$ cat src/rtl/mvm_seq_ctrl.sv
// Fetch / MAC / write-back sequencer for an N x N matrix-vector product Y = H*S.
// Optional feature macro SEQ_ABORT_EN adds the abort input and the aborted pulse output.
module mvm_seq_ctrl #(
    parameter int N       = 4,
    parameter int AW      = 4,
    parameter int OW      = 3,
    parameter int ROM_LAT = 1,
    parameter int MAC_LAT = 2
) (
    input  logic          clk,
    input  logic          rst,
    input  logic          start,
    input  logic          hold,
`ifdef SEQ_ABORT_EN
    input  logic          abort,
    output logic          aborted,
`endif
    output logic          busy,
    output logic          rd_en,
    output logic [AW-1:0] addr_h,
    output logic [AW-1:0] addr_s,
    output logic          mac_clr,
    output logic          mac_en,
    output logic          out_we,
    output logic [OW-1:0] addr_out,
    output logic          done
);

    localparam int            D      = ROM_LAT + MAC_LAT;
    localparam logic [AW-1:0] J_LAST = AW'(N - 1);
    localparam logic [OW-1:0] I_LAST = OW'(N - 1);

    typedef enum logic [1:0] {
        S_IDLE,
        S_RUN,
        S_DRAIN,
        S_DONE
    } state_t;

    state_t state_q, state_d;

    logic [OW-1:0]         i_q, i_d;
    logic [AW-1:0]         j_q, j_d;
    logic [AW-1:0]         idx_q, idx_d;
    logic [AW-1:0]         addr_h_q, addr_h_d;
    logic [AW-1:0]         addr_s_q, addr_s_d;
    logic [OW-1:0]         addr_out_q, addr_out_d;
    logic                  busy_q, busy_d;
    logic                  done_q, done_d;

    // Tag delay lines: bit 0 belongs to the fetch presented this cycle,
    // bit k to the fetch presented k cycles ago.
    logic [D-1:0]          vld_q, vld_d;
    logic [D:0]            lst_q, lst_d;
    logic [ROM_LAT:0]      fst_q, fst_d;
    logic [D-1:0][OW-1:0]  row_q, row_d;

    logic                  issue;
    logic                  fetch_last;
    logic                  pending;
    logic                  abort_now;

`ifdef SEQ_ABORT_EN
    logic                  aborted_q, aborted_d;

    assign abort_now = abort && ((state_q == S_RUN) || (state_q == S_DRAIN));
    assign aborted_d = abort_now;
    assign aborted   = aborted_q;
`else
    assign abort_now = 1'b0;
`endif

    assign fetch_last = (i_q == I_LAST) && (j_q == J_LAST);
    assign issue      = !abort_now &&
                        (((state_q == S_IDLE) && start) || ((state_q == S_RUN) && !hold));
    // Anything younger than the out_we tap still has an output left to produce.
    assign pending    = |vld_q;

    always_ff @(posedge clk) begin
        if (rst) begin
            state_q <= S_IDLE;
        end else begin
            state_q <= state_d;
        end
    end

    always_comb begin
        state_d = state_q;
        unique case (state_q)
            S_IDLE: begin
                if (start) begin
                    state_d = fetch_last ? S_DRAIN : S_RUN;
                end
            end
            S_RUN: begin
                if (!hold && fetch_last) begin
                    state_d = S_DRAIN;
                end
            end
            S_DRAIN: begin
                if (!pending) begin
                    state_d = S_DONE;
                end
            end
            S_DONE: begin
                state_d = S_IDLE;
            end
            default: begin
                state_d = S_IDLE;
            end
        endcase
        if (abort_now) begin
            state_d = S_IDLE;
        end
    end

    always_comb begin
        i_d        = i_q;
        j_d        = j_q;
        idx_d      = idx_q;
        addr_h_d   = addr_h_q;
        addr_s_d   = addr_s_q;
        vld_d      = {vld_q[D-2:0], issue};
        lst_d      = {lst_q[D-1:0], issue && (j_q == J_LAST)};
        fst_d      = {fst_q[ROM_LAT-1:0], issue && (j_q == '0)};
        row_d      = {row_q[D-2:0], i_q};
        addr_out_d = lst_q[D-1] ? row_q[D-1] : addr_out_q;
        busy_d     = (state_d != S_IDLE);
        done_d     = (state_d == S_DONE);

        if (issue) begin
            addr_h_d = idx_q;
            addr_s_d = j_q;
            if (fetch_last) begin
                i_d   = '0;
                j_d   = '0;
                idx_d = '0;
            end else begin
                idx_d = idx_q + AW'(1);
                if (j_q == J_LAST) begin
                    j_d = '0;
                    i_d = i_q + OW'(1);
                end else begin
                    j_d = j_q + AW'(1);
                end
            end
        end

        // An abort drops every in-flight tag so no late strobes escape.
        if (abort_now) begin
            vld_d = '0;
            lst_d = '0;
            fst_d = '0;
            i_d   = '0;
            j_d   = '0;
            idx_d = '0;
        end
    end

    always_ff @(posedge clk) begin
        if (rst) begin
            i_q        <= '0;
            j_q        <= '0;
            idx_q      <= '0;
            addr_h_q   <= '0;
            addr_s_q   <= '0;
            addr_out_q <= '0;
            busy_q     <= 1'b0;
            done_q     <= 1'b0;
            vld_q      <= '0;
            lst_q      <= '0;
            fst_q      <= '0;
            row_q      <= '0;
`ifdef SEQ_ABORT_EN
            aborted_q  <= 1'b0;
`endif
        end else begin
            i_q        <= i_d;
            j_q        <= j_d;
            idx_q      <= idx_d;
            addr_h_q   <= addr_h_d;
            addr_s_q   <= addr_s_d;
            addr_out_q <= addr_out_d;
            busy_q     <= busy_d;
            done_q     <= done_d;
            vld_q      <= vld_d;
            lst_q      <= lst_d;
            fst_q      <= fst_d;
            row_q      <= row_d;
`ifdef SEQ_ABORT_EN
            aborted_q  <= aborted_d;
`endif
        end
    end

    assign busy     = busy_q;
    assign rd_en    = vld_q[0];
    assign addr_h   = addr_h_q;
    assign addr_s   = addr_s_q;
    assign mac_en   = vld_q[ROM_LAT];
    assign mac_clr  = fst_q[ROM_LAT];
    assign out_we   = lst_q[D];
    assign addr_out = addr_out_q;
    assign done     = done_q;

endmodule

$ cat config.mk
export PLATFORM = sky130hd
export DESIGN_NAME = mvm_seq_ctrl
export DESIGN_NICKNAME = d
export VERILOG_FILES = /design/src/rtl/mvm_seq_ctrl.sv
export SDC_FILE = /design/constraint.sdc
export NUM_CORES = 1
export LEC_CHECK = 0
export ABC_AREA = 1
export BUFFER_PORTS_ARGS = -buffer_cell sky130_fd_sc_hd__buf_2
export CAP_MARGIN = 5
export CORE_MARGIN = 2
export CORE_UTILIZATION = 50
export DETAILED_ROUTE_END_ITERATION = 6
export MAX_ROUTING_LAYER = met4
export PLACE_DENSITY = 0.81
export SYNTH_ARGS = -nofsm -noshare
export SYNTH_HDL_FRONTEND = slang
export SYNTH_SLANG_ARGS = --single-unit
$ cat constraint.sdc
create_clock -name clk -period 1.01 [get_ports clk]
set_input_delay 0.1515 -clock clk [delete_from_list [all_inputs] [get_ports clk]]
set_output_delay 0.1515 -clock clk [all_outputs]
set_load 0.03 [all_outputs]
==> metrics.md <==
| Metric | Value |
|---|---|
| Share of layout cells above drive strength 1 | 0.4590 |
| Die Width | just over 60 um |
| Slew Limit Fails | 0 |
| Hpwl dp | 2050 um |
| Synth top area share | 0.5411 |
| Post-synth EDFFs | 0 |
| DRC violation count after routing | 0 |
| Num rows | 20 |
| Pleak | 1.046 nW |
| Startpoint Class | flip-flop |
| Iter 0 DRT Violations | 63 |
| Synth Register Bits | 44 |
| Cell Area, Synth | 1628 sq um |
| Placer Congestion | 0.7620 |
| Die Span Y | 61.06 um |
| Port bufs | 20 |
| Synth Flop Type | dfxtp_1 |
| Core area | 3078 sq um |
| Worst IR Drop VDD | between 0.9 and 1 mV |
| Fmax | 788.7 MHz |
| Hold Crit Class | primary input to flip-flop |
| Die area | 3728 sq um |
| Pre-CTS WS | -0.1231 ns |
| CTS tree | yes |
| Syn_area_per_cell | about 8.3 sq um |
| Setup CP Type | flip-flop to flip-flop |
| P&R area growth vs syn | 42.35% |
| Reg area | 913.4 sq um |
| Max-cap violations | 0 |
| Initial antenna violation count | 0 |
| Multi-input gate area | 738.2 sq um |
| Cts bufs inserted | 5 |
| Largest net degree at the start of global routing | 18 |
| Final worst path period need | 1.268 ns |
| Ys async rst share | 0 |
| Worst Path Arrival | 1.54 ns |
| NumNets Final | 251 |
| # H-tree levels | 2 |
| Clk sinks | 44 |
| Max-slew headroom | 0.8083 |
| Most frequent cells in the layout | inv_1, nand2_1, nor2_1 |
| Worst path required time | 1.28 ns |
| Vias/cell | 4.993 |
| Worst Tran Pin Value | approximately 0.29 ns |
| Clock skew | 0.006917 ns |
| Via count | 1438 |
| CTS Root Cell | clkbuf_4 |
| Gate Count Post-Synth | 197 |
| Clk Latency, worst-skew pair | around 0.37 ns |
| Final hold vios | 0 |
| Ys Warns | 0 |
| Total negative slack | -3.344 ns |
| Vias in the first global route | about 1200 |
| Grt total ovfl | 0 |
| Status | finished, violations left |
| Number of distinct library cells after synthesis | 23 |
| Ant. Diodes | 0 |
| Clock-pin slew on the worst setup and hold paths | ~0.14 ns |
| Sequential element share of the synthesized area | 0.5411 |
| Fin worst setup slack | -0.2579 ns |
| Final WL | about 3900 um |
| Synthesized net count | 205 |
| RSZ-0062 raised after global routing | true |
| Drt pass-1 iters | 4 |
| Period utilization | 1.255 |
| Failing checks | setup timing |
| # setup viols final | 26 |
| GRT Resource Usage Total | 0.1965 |
| FILL cells | approximately 200 |
| Endpoint class of the critical path | flip-flop |
| Final ANT Viol Nets | 0 |
| Routed wire length per instance | 13.70 um |
| Clock Tree Buf Depth | 2 |
| Cell Pwr Density | 1545 nW/um^2 |
| I/O pin count | 21 |
| Largest area contributor in the netlist | dfxtp_1 |
| Worst-path fanout max | 3 |
| Initial Utilization | 0.5289 |
| First-pass GRT wire length | 5237 um |
| Synth area leaders | dfxtp_1, nand2_1, nor2_1 |
-- synth_stat cells (2+ instances only) --
cell      count
dfxtp_1      44
nand2_1      36
nor2_1       29
inv_1        28
a21oi_1      13
nand3_1      10
o21ai_0       9
inv_2         5
ha_1          4
buf_2         3
nand2_4       2
nand3b_1      2
nand4_1       2
-- worst paths after layout --
check / startpoint / end / cells after the start / slack [ns]
setup / recovery: i_q[0] / busy / 8 / -0.26
hold / removal: rst / vld_q[1] / 3 / 0.12
setup reg to reg: i_q[0] / busy / 8 / -0.26
hold reg to reg: row_d[8] / row_q[8] / 2 / 0.41
-- critical path, cell delays in order (launching register included) --
cell and delay [ns]:
dfxtp_2 0.38, ha_4 0.15, inv_2 0.04, nor2_2 0.11, nand3_2 0.14, a21oi_2 0.15, nand2_1 0.06, nand2_1 0.08
nand2_1 0.06
-- routing by layer --
layer  routed length, um  vias to the layer above  global-route usage
li1                    -                      699                   -
met1                1538                      676              0.2309
met2                2135                       48              0.3176
met3                 163                       15             0.05882
met4                 109                        0             0.07143
met5                   0                        -                   -
-- power by group --
group / internal, mW / switching, mW / total (mW)
Sequential: 1.81 / 0.0577 / 1.87
Combinational: 0.253 / 0.325 / 0.577
Clock: 0.529 / 0.604 / 1.13
-- cell type report --
| class | instances | share of cell area |
|---|---|---|
| tap | 44 | 0.02376 |
| sequential | 44 | 0.3942 |
| multi-input combinational | 116 | 0.3186 |
| clock inverter | 3 | 0.01998 |
| inverter | 33 | 0.05562 |
| clock buffer | 5 | 0.01620 |
| timing repair buffer | 43 | 0.1717 |
-- cells by family after synthesis --
family,Yosys count,share of synthesized area
flip-flops,44,0.5411
buffers and inverters,38,0.1015
AND/OR/NAND/NOR,87,0.2475
AO/OA/AOI/OAI,24,0.07917
adder cells (fa/ha/maj),4,0.03075
-- through the flow --
| step | hold WS, ns | util | instance area [sq um] | instances | power [mW] |
|---|---|---|---|---|---|
| after floorplan | 0.2250 | - | 1664 | 197 | 2.162 |
| after global placement | 0.3894 | 0.6191 | 1906 | 273 | 2.296 |
| after detailed placement | 0.3936 | 0.6191 | 1906 | 273 | 2.303 |
| after CTS | 0.1214 | 0.6935 | 2135 | 285 | 3.468 |
| after global routing | 0.1185 | 0.7528 | 2317 | 288 | 3.715 |
| final | 0.1207 | 0.7528 | 2317 | 288 | 3.580 |
-- flip-flops by register name, summed over array words and instances, names as in the netlist --
name	count
addr_h	4
addr_out	3
addr_s	4
busy	1
done	1
fst_q	2
i_q	3
idx_q	4
j_q	4
lst_q	4
row_d	6
row_q	3
state_q	2
vld_q	3
-- timing repair --
item / CTS / global route
resized for setup: 46 / 42
buffers inserted: 3 / 3
hold endpoints to repair: 0 / 0
gates cloned: 1 / 0
setup endpoints to repair: 41 / 41
hold buffers: 0 / 0
pin swaps: 0 / 14
Power figures use the tool's default switching activity.
